==> src/rtl/reg_write_arbiter_if.sv <==
// Bus between the producer blocks and the shared-register write arbiter.
// The arbiter takes the slave side; producers (or a bench) drive the master side.
interface reg_write_arbiter_if #(
    parameter int N_REQ = 4,
    parameter int WIDTH = 8
);
    localparam int ID_W = $clog2(N_REQ);

    logic [N_REQ-1:0]       req;
    logic [N_REQ*WIDTH-1:0] wdata;
    logic [N_REQ-1:0]       gnt;
    logic [N_REQ-1:0]       ack;
    logic [WIDTH-1:0]       Q;
    logic [ID_W-1:0]        owner;
    logic                   busy;

    modport master (
        output req, wdata,
        input  gnt, ack, Q, owner, busy
    );

    modport slave (
        input  req, wdata,
        output gnt, ack, Q, owner, busy
    );
endinterface

==> src/rtl/reg_write_arbiter.sv <==
// Round-robin arbiter committing one requester's data at a time into a shared register.
// Each write takes IDLE -> GRANT -> ACK, so continuous traffic yields one write per 3 cycles.
module reg_write_arbiter #(
    parameter int N_REQ = 4,
    parameter int WIDTH = 8
) (
    input  logic                 clk,
    input  logic                 REST,
    reg_write_arbiter_if.slave   bus
);
    localparam int ID_W = $clog2(N_REQ);

    localparam logic [1:0] IDLE  = 2'd0;
    localparam logic [1:0] GRANT = 2'd1;
    localparam logic [1:0] ACK   = 2'd2;

    localparam logic [N_REQ-1:0] ONE = N_REQ'(1);

    logic [1:0]       state;
    logic [ID_W-1:0]  ptr;
    logic [ID_W-1:0]  win;
    logic [ID_W-1:0]  pick;
    logic [ID_W-1:0]  cand;
    logic             found;
    logic [N_REQ-1:0] gnt_r;
    logic [N_REQ-1:0] ack_r;
    logic [WIDTH-1:0] q_r;
    logic [ID_W-1:0]  owner_r;

    // Search starts at ptr; ID_W-bit addition wraps modulo N_REQ since N_REQ is a power of two.
    always_comb begin
        found = 1'b0;
        pick  = ptr;
        cand  = '0;
        for (int k = 0; k < N_REQ; k++) begin
            cand = ptr + ID_W'(k);
            if (!found && bus.req[cand]) begin
                found = 1'b1;
                pick  = cand;
            end
        end
    end

    always_ff @(posedge clk or negedge REST) begin
        if (!REST) begin
            state   <= IDLE;
            ptr     <= '0;
            win     <= '0;
            gnt_r   <= '0;
            ack_r   <= '0;
            q_r     <= '0;
            owner_r <= '0;
        end else begin
            case (state)
                IDLE: begin
                    if (found) begin
                        win   <= pick;
                        gnt_r <= ONE << pick;
                        state <= GRANT;
                    end
                end
                GRANT: begin
                    gnt_r <= '0;
                    // A winner that withdrew its request aborts without touching Q, owner or ptr.
                    if (bus.req[win]) begin
                        q_r     <= bus.wdata[int'(win)*WIDTH +: WIDTH];
                        owner_r <= win;
                        ack_r   <= ONE << win;
                        ptr     <= win + ID_W'(1);
                        state   <= ACK;
                    end else begin
                        state   <= IDLE;
                    end
                end
                ACK: begin
                    ack_r <= '0;
                    state <= IDLE;
                end
                default: begin
                    gnt_r <= '0;
                    ack_r <= '0;
                    state <= IDLE;
                end
            endcase
        end
    end

    assign bus.gnt   = gnt_r;
    assign bus.ack   = ack_r;
    assign bus.Q     = q_r;
    assign bus.owner = owner_r;
    assign bus.busy  = (state != IDLE);

endmodule
==> src/flat_wrapper.sv <==
// flat-port wrapper written by rule: the top's interface ports become plain ports
module reg_write_arbiter_flat 
#(
    parameter int N_REQ = 4,
    parameter int WIDTH = 8
)
  (clk, REST, bus_req, bus_wdata, bus_gnt, bus_ack, bus_Q, bus_owner, bus_busy);
  reg_write_arbiter_if #(.N_REQ(N_REQ), .WIDTH(WIDTH)) bus_i ();
  input  logic clk;
  input  logic REST;
  input wire logic [$bits(bus_i.req)-1:0] bus_req;
  input wire logic [$bits(bus_i.wdata)-1:0] bus_wdata;
  output wire logic [$bits(bus_i.gnt)-1:0] bus_gnt;
  output wire logic [$bits(bus_i.ack)-1:0] bus_ack;
  output wire logic [$bits(bus_i.Q)-1:0] bus_Q;
  output wire logic [$bits(bus_i.owner)-1:0] bus_owner;
  output wire logic [$bits(bus_i.busy)-1:0] bus_busy;
  assign bus_i.req = bus_req;
  assign bus_i.wdata = bus_wdata;
  assign bus_gnt = bus_i.gnt;
  assign bus_ack = bus_i.ack;
  assign bus_Q = bus_i.Q;
  assign bus_owner = bus_i.owner;
  assign bus_busy = bus_i.busy;
  reg_write_arbiter #(.N_REQ(N_REQ), .WIDTH(WIDTH)) u_core (.clk(clk), .REST(REST), .bus(bus_i));
endmodule
==> config.mk <==
export PLATFORM = sky130hd
export DESIGN_NAME = reg_write_arbiter_flat
export DESIGN_NICKNAME = d
export VERILOG_FILES = /design/src/rtl/reg_write_arbiter_if.sv /design/src/rtl/reg_write_arbiter.sv /design/src/flat_wrapper.sv
export SDC_FILE = /design/constraint.sdc
export NUM_CORES = 1
export LEC_CHECK = 0
export CORE_ASPECT_RATIO = 0.8
export CORE_MARGIN = 8
export CORE_UTILIZATION = 42
export CTS_CLUSTER_DIAMETER = 200
export DETAILED_ROUTE_END_ITERATION = 12
export PLACE_DENSITY = 0.85
export SETUP_SLACK_MARGIN = 0.4
export SYNTH_ARGS = -nofsm -noshare
export SYNTH_HDL_FRONTEND = slang
export SYNTH_SLANG_ARGS = --single-unit
export TNS_END_PERCENT = 30
==> constraint.sdc <==
create_clock -name clk -period 2.35 [get_ports clk]
set_clock_uncertainty 0.15 [all_clocks]
set_input_delay 0.47 -clock clk [delete_from_list [all_inputs] [get_ports clk]]
set_output_delay 0.47 -clock clk [all_outputs]
set_load 0.02 [all_outputs]
### Word-level counts from Yosys, hierarchy flattened

Index checks and enable logic that the tools add are counted.

| word-level totals | value |
|---|---|
| flip-flop bits (word level) | 24 |
| input bits | 38 |
| output and inout port bits | 19 |
| logic and storage cells | 61 |

| operators by class | value |
|---|---|
| add/subtract/negate cells | 4 |
| $lt $le $gt $ge | 5 |
| equality and inequality tests | 4 |
| shift-type cells | 3 |
| mux-type cells | 24 |
| bitwise operators | 2 |
| reduce and logical (&&, ||, !) cells | 12 |

Operators by type and width:

| cell | count |
|---|---|
| indexed part select 32 x 6 -> 8 bit | 1 |
| one-hot mux 4 bit (2 select lines) | 2 |
| less-than comparator 2 x 3 -> 1 bit, second input constant | 5 |
| binary-select mux 1 bit (select 2 bit) | 5 |
| two-way mux 2 bit | 5 |
| two-way mux 1 bit | 9 |
| two-way mux 4 bit | 2 |
| AND reduction 2 bit | 4 |
| << shifter 1 x 2 -> 4 bit, first input constant | 2 |
| adder 2 x 1 -> 2 bit, second input constant | 2 |
| adder 2 bit, second input constant | 2 |
| != test 2 x 1 -> 1 bit, second input constant | 2 |
| one-hot mux 2 bit (2 select lines) | 1 |
| logical AND 1 bit | 3 |
| zero test 1 bit | 3 |
| == test 2 x 1 -> 1 bit, second input constant | 1 |
| == test 2 bit, second input constant | 1 |
| zero test 2 bit | 1 |
| inverter 1 bit | 2 |
| nonzero test 2 bit | 1 |

### Logic depth before layout (Yosys ltp)

Gate-level depths: netlist (run 1).

| logic depth | value |
|---|---|
| depth in word-level cells | 15 |
| mapped depth | 6 |
| mapped depth without buffers | 5 |

### Worst setup path before layout (run 1)

No wires, ideal clock.

| timing path | value |
|---|---|
| path type | input port to flip-flop |
| from | input bus_req[3] |
| to | register u_core.q_r[1], in the netlist u_core.bus.Q[1] |
| setup time | 0.125 ns |
| arrival | 1.705 ns |
| data required time | 2.075 ns |
| slack | 0.370 ns |
| cell stages on the path | 6 |
| buffers on the path | 2 |
| path through | mux4_2 -> nand2_4 -> or2_1 -> buf_6 -> buf_12 -> mux2_4 |

| on the way | value |
|---|---|
| longest elaborated chain between the ends | 3 |

Ends and longest elaborated chain:

| item | line | text |
|---|---|---|
| start, declared | flat_wrapper.sv:11 | `input wire logic [$bits(bus_i.req)-1:0] bus_req;` |
| binary-select mux 1 bit (select 2 bit) | reg_write_arbiter.sv:65 | `if (bus.req[win]) begin` |
| two-way mux 1 bit (not written as such) | reg_write_arbiter.sv:65 |  |
| AND reduction 2 bit (no source line) | - |  |
| end signal, assigned | reg_write_arbiter.sv:66 | `q_r <= bus.wdata[int'(win)*WIDTH +: WIDTH];` |
| end, declared | reg_write_arbiter.sv:27 | `logic [WIDTH-1:0] q_r;` |

Every way passes these cells. The select of a mux whose other input is x is not followed.
A chain may end at the register's enable or synchronous reset.

### Worst setup path after layout (run 1)

| timing path | value |
|---|---|
| from | register u_core.state[1] |
| to | output bus_busy |

| on the way | value |
|---|---|
| longest elaborated chain between the ends | 1 |

Ends and longest elaborated chain:

| item | line | text |
|---|---|---|
| start, declared | reg_write_arbiter.sv:19 | `logic [1:0] state;` |
| start signal, assigned | reg_write_arbiter.sv:46 | `state <= IDLE;` |
| start signal, assigned | reg_write_arbiter.sv:59 | `state <= GRANT;` |
| start signal, assigned | reg_write_arbiter.sv:70 | `state <= ACK;` |
| nonzero test 2 bit | reg_write_arbiter.sv:92 | `assign bus.busy = (state != IDLE);` |
| end, declared | flat_wrapper.sv:17 | `output wire logic [$bits(bus_i.busy)-1:0] bus_busy;` |

Every way passes these cells.

==> results.json, run 1 <==
{
  "grt_max_degree": 25,
  "netlist_top_cells_area": "dfrtp_1 45%, mux4_2 14%, mux2_4 9.0%",
  "core-area_um2": 3060,
  "synth-edff-count": 0,
  "core.rowCount": 18,
  "drc": 0,
  "final.period_utilization": 0.811,
  "regToRegStartpoint": "u_core.win[0]$_DFFE_PN0P_",
  "critPathSlowestCell": "dfrtp_2",
  "max_stage_delay_ps": 450,
  "grt_overflow": 0,
  "dp_slack_ps": -54.3,
  "clk_path_buf_depth": 2,
  "regToRegEndpoint": "u_core.bus.Q[4]$_DFFE_PN0P_",
  "initial_utilization": 0.434,
  "yosysMostFrequentCell": "dfrtp_1",
  "cts.sinks": 24,
  "path_buf_inv": 1,
  "ys_ff_latch": 24,
  "drv_cap": 0,
  "syn2layout_area_growth_pct": 56.9,
  "critical_path.endpoint": "bus_busy",
  "fmax_mhz": 525,
  "status": "completed",
  "drv_slew": 0,
  "via_per_inst": 5.31,
  "hold_path.class": "flop to flop",
  "clockRootBuffer": "clkbuf_8",
  "yosysUniqueCellTypes": 32,
  "start_kind": "flop",
  "grt_pass1_vias": 1211,
  "drtPass1Iterations": 4,
  "setup_viol": 0,
  "endpoint_kind": "primary output",
  "synth_warnings": 0,
  "rsz0062_at_grt": "false",
  "postSynthCellCount": 96,
  "synth_common_cells": "24 x dfrtp_1, 8 x mux2_4, 8 x mux4_2, 7 x nor2_1, 5 x mux2i_1",
  "r2r_setup_slack_ps": 500,
  "num_io_pins": 57,
  "cp_data_required_time_ps": 1730,
  "crit_path_cell_trace": "or2_1, dlygate4sd2_1",
  "grt_antenna_before_repair": 0,
  "maxSlewHeadroom": 0.768,
  "cts.clk_slew.worst_paths_ps": 90,
  "crit_start": "u_core.state[1]$_DFFE_PN0P_",
  "diodes": 0,
  "numCtsBuffers": 3,
  "period_needed_ps": 1910,
  "worst_slew_pin_slew_ps": 345,
  "yosys.area.top_type": "dfrtp_1",
  "insertion_delay_ps": 280,
  "path_depth": 2,
  "arrival_ps": 1290,
  "synth_top_area_frac": 0.452,
  "p_leak_nw": 0.956,
  "hold_viol": 0,
  "cts_tree": "built",
  "synth-main-ff-cell": "dfrtp_1",
  "ir_drop_mv": 0.561,
  "port_buffers": 56,
  "synth_fp_nets": 138,
  "min-delay-start": "u_core.bus.Q[6]$_DFFE_PN0P_",
  "drt_iter0_markers": 52,
  "yosysSeqAreaShare": 0.452,
  "rr_worst_depth": 5,
  "wl_per_cell_um": 17.1,
  "fin_ws_ps": 444,
  "drive_above_1_share": 0.236,
  "criticalPathCategory": "flop to primary output",
  "h-tree-depth": 1,
  "die_area_um2": 5230,
  "finalWirelength_um": 3500,
  "die_h_um": 66.3,
  "grt_pass1_wl_um": 5900,
  "gp_congestion": 0.859,
  "postSynth.asyncResetShare": 1.00,
  "layout.nets": 208,
  "detail-route-antenna-nets": 0,
  "path_max_fanout": 6,
  "grt_util_all_layers": 0.143,
  "avgSynthCellArea_um2": 13.9,
  "num_vias": 1089,
  "die_w_um": 78.9,
  "syn_area_um2": 1330,
  "hold_ws_ps": 347,
  "powerDensity_nw_per_um2": 1290,
  "fin_setup_tns_ps": 0,
  "dp_hpwl_um": 2710,
  "cp_top_family": "flip-flops"
}
through the flow:
stage | instance area [µm²] | power (mW) | util | cells
2_1_floorplan | 1330 | 1.70 | - | 96
3_3_place_gp | 2000 | 2.25 | 0.652 | 199
3_5_place_dp | 2000 | 2.30 | 0.652 | 199
4_1_cts | 2070 | 2.69 | 0.676 | 203
5_1_grt | 2090 | 2.86 | 0.681 | 205
6_report | 2090 | 2.69 | 0.681 | 205
sequential cells by signal, indices dropped and copies added, names as in the netlist:
| name | cells |
|---|---|
| u_core.win | 2 |
| u_core.bus.owner | 2 |
| u_core.bus.gnt | 4 |
| u_core.bus.Q | 8 |
| u_core.ptr | 2 |
| u_core.state | 2 |
| u_core.bus.ack | 4 |
logic make-up after synthesis:
logic type      after synthesis  synth area share
mux                          25             0.309
flops                        24             0.452
simple gates                 18            0.0743
compound gates               16            0.0837
buf+inv                       9            0.0442
fa+ha+maj                     4            0.0376
repair_timing:
item,CTS,global route
hold endpoints to repair,0,0
pin swaps,2,0
hold buffers,0,0
endpoints found under the setup margin,16,1
buffers inserted,0,2
resized for setup,8,1
area by class of cell:
| class | count | area (µm²) |
|---|---|---|
| multi-input cells | 63 | 677 |
| inverters | 5 | 18.8 |
| well taps | 40 | 50.0 |
| repair buffers | 69 | 668 |
| clock buffers | 3 | 41.3 |
| clock inverters | 1 | 30.0 |
| flip-flops and latches | 24 | 602 |
| fillers | 238 | 976 |
metal layers:
layer	global-route usage	vias to the layer above	part of all wire
met4	0.0899	0	0.021
met3	0.0421	5	0.089
met2	0.234	59	0.48
met1	0.163	533	0.42
li1	-	492	-
met5	0	-	0
worst register-to-register path, stage by stage, from the launching register on:
cell and delay, ps:
dfrtp_1 380, mux4_2 530, nand2_4 90, or2_4 140
buf_12 140, mux2_4 300
worst min-delay path by stage:
stage | endpoint | depth (start not counted)
after detailed placement | u_core.bus.Q[6]$_DFFE_PN0P_ | 1
after floorplan | u_core.bus.Q[0]$_DFFE_PN0P_ | 0
after global placement | u_core.bus.gnt[3]$_DFFE_PN0P_ | 1
after global routing | u_core.bus.gnt[2]$_DFFE_PN0P_ | 1
after CTS | u_core.bus.Q[6]$_DFFE_PN0P_ | 1
final | u_core.bus.Q[6]$_DFFE_PN0P_ | 1
layout by cell type (no fill, tap or decap):
cell type,n
mux2_4,9
ha_1,4
dfrtp_2,1
o2bb2ai_1,1
mux4_2,8
o21bai_1,1
mux2i_1,5
o22ai_1,1
or2_1,2
bufinv_16,1
o21ai_1,2
o21ai_0,2
clkdlybuf4s50_1,51
or2_4,1
dlygate4sd2_1,5
nor2_1,7
a2bb2o_1,1
a21oi_1,2
nand2_1,1
mux4_1,1
buf_6,1
clkbuf_8,3
mux2_1,2
buf_12,1
o22a_1,2
buf_4,11
inv_2,2
a22o_1,2
nor4_1,1
a21boi_0,1
dfrtp_1,23
nand4_1,1
nor3b_1,1
nor2b_1,3
a31oi_1,1
inv_1,3
nand2_4,1
power breakdown:
part	total (mW)	internal, mW	switching, mW	leakage, nW
Combinational	1.58	0.885	0.695	0.622
Clock	0.365	0.228	0.137	0.0357
Sequential	0.745	0.614	0.131	0.298
Power figures use the tool's default switching activity.
==> inputs of run 2 (changes only) <==
- clock period: 2.35 -> 1.8 ns (I/O delays scaled with it)
==> results.json, run 2 (synthesized netlist as in run 1, its figures left out) <==
{
  "status": "finished with violations",
  "violations": "negative setup slack",
  "ir_drop_mv": 0.797,
  "hold_path.class": "input port to asynchronous set/reset pin",
  "path_max_fanout": 10,
  "grt_util_all_layers": 0.144,
  "fin_setup_tns_ps": -362,
  "stdcell_area_um2": 2160,
  "drt_iter0_markers": 25,
  "largest_reg_flops": 8,
  "numCtsBuffers": 3,
  "critPathSlowestCell": "mux4_2",
  "cts.clk_slew.worst_paths_ps": 90,
  "drv_cap": 0,
  "crit_start": "u_core.win[0]$_DFFE_PN0P_",
  "die_h_um": 66.3,
  "core.rowCount": 18,
  "final_common_cell": "clkdlybuf4s50_1",
  "initial_utilization": 0.434,
  "grt_overflow": 0,
  "drtPass1Iterations": 2,
  "fin_ws_ps": -44.8,
  "cts_tree": "built",
  "maxSlewHeadroom": 0.785,
  "layout.cells.non_filler": 211,
  "grt_max_degree": 25,
  "port_buffers": 56,
  "drc": 0,
  "rsz0062_at_grt": "true",
  "die_w_um": 78.9,
  "dp_hpwl_um": 2860,
  "grt_pass1_wl_um": 6080,
  "setup_viol": 11,
  "drv_slew": 0,
  "hold_viol": 0,
  "num_vias": 1100,
  "syn2layout_area_growth_pct": 62.1,
  "num_io_pins": 57,
  "powerDensity_nw_per_um2": 1660,
  "diodes": 0,
  "fmax_mhz": 542,
  "clk_path_buf_depth": 2,
  "max_stage_delay_ps": 540,
  "h-tree-depth": 1,
  "postCtsHoldBufs": 0,
  "final_cell_mix": "33 x clkdlybuf4s50_1, 24 x dfrtp_1, 15 x buf_2",
  "path_buf_inv": 1,
  "finish.utilization": 0.704,
  "gp_congestion": 0.833,
  "finalWirelength_um": 3850,
  "crit_path_cell_trace": "mux4_2, nand2_4, or2_4, buf_12, mux2_4",
  "layout.nets": 214,
  "r2r_setup_slack_ps": -40,
  "worst_slew_pin_slew_ps": 322,
  "p_leak_nw": 1.06,
  "drive_above_1_share": 0.421,
  "via_per_inst": 5.21,
  "period_needed_ps": 1840,
  "grt_antenna_before_repair": 0,
  "placed_cell_area_um2": 2040,
  "clockRootBuffer": "clkbuf_8",
  "cp_data_required_time_ps": 1800,
  "start_kind": "flop",
  "insertion_delay_ps": 260,
  "dp_cells": 205,
  "dp_slack_ps": -489,
  "final.period_utilization": 1.02,
  "cts.sinks": 24,
  "regToRegStartpoint": "u_core.win[0]$_DFFE_PN0P_",
  "endpoint_kind": "flop",
  "core-area_um2": 3060,
  "wl_per_cell_um": 18.3,
  "criticalPathCategory": "flop to flop",
  "detail-route-antenna-nets": 0,
  "arrival_ps": 1840,
  "cp_top_family": "multiplexers",
  "grt_pass1_vias": 1243,
  "die_area_um2": 5230
}
## run 2: changes by cell type in the layout (fill, tap and decap cells not counted), sizes merged
| cell | before | now |
|---|---|---|
| buf | 13 | 35 |
| clkdlybuf4s50 | 51 | 33 |
| dlygate4sd2 | 5 | 2 |
| dlymetal6s2s | 0 | 3 |
| clkdlybuf4s15 | 0 | 2 |
| bufinv | 1 | 0 |
| clkbuf | 3 | 4 |
## run 2: where the power goes
group / internal [mW] / total [mW] / switching [mW]
Combinational: 1.21 / 2.24 / 1.03
Sequential: 0.799 / 0.977 / 0.178
Clock: 0.195 / 0.357 / 0.163
## run 2: final timing paths
kind / to / depth (start not counted)
max in group asynchronous: u_core.bus.Q[2]$_DFFE_PN0P_ / 2
hold / removal: u_core.win[0]$_DFFE_PN0P_ / 2
setup reg to reg: u_core.bus.Q[1]$_DFFE_PN0P_ / 5
hold reg to reg: u_core.bus.Q[6]$_DFFE_PN0P_ / 1
min in group clk: u_core.bus.Q[6]$_DFFE_PN0P_ / 1
setup / recovery: u_core.bus.Q[1]$_DFFE_PN0P_ / 5
## run 2: final cells by class
cell class / instances / area, µm²
well taps: 40 / 50.0
inverters: 5 / 18.8
clock buffers: 4 / 55.1
repair buffers: 75 / 666
flip-flops and latches: 24 / 601
fillers: 221 / 907
multi-input cells: 63 / 766
## run 2: per-layer routing
metal,track usage,routed length (µm),vias up
met5,0,0,-
met4,0.0553,119,0
met3,0.0476,290,10
met2,0.250,1920,49
met1,0.162,1520,535
li1,-,-,506
## run 2: metrics by stage
stage          total power [mW]  hold WS, ps
5_1_grt                    3.79          353
3_3_place_gp               3.02          328
2_1_floorplan              2.22        -85.6
4_1_cts                    3.45          325
6_report                   3.58          302
3_5_place_dp               3.10          333
## run 2: worst register-to-register path, stage by stage, from the launching register on
cell and delay, ps:
dfrtp_1 390, mux4_2 540, nand2_4 80, or2_4 130, buf_12 140, mux2_4 300
## run 2: repair_timing
item                                    in CTS  in global routing
resized for setup                           79                 20
endpoints found under the setup margin      43                 28
buffers inserted                             2                  0
pin swaps                                    4                 10
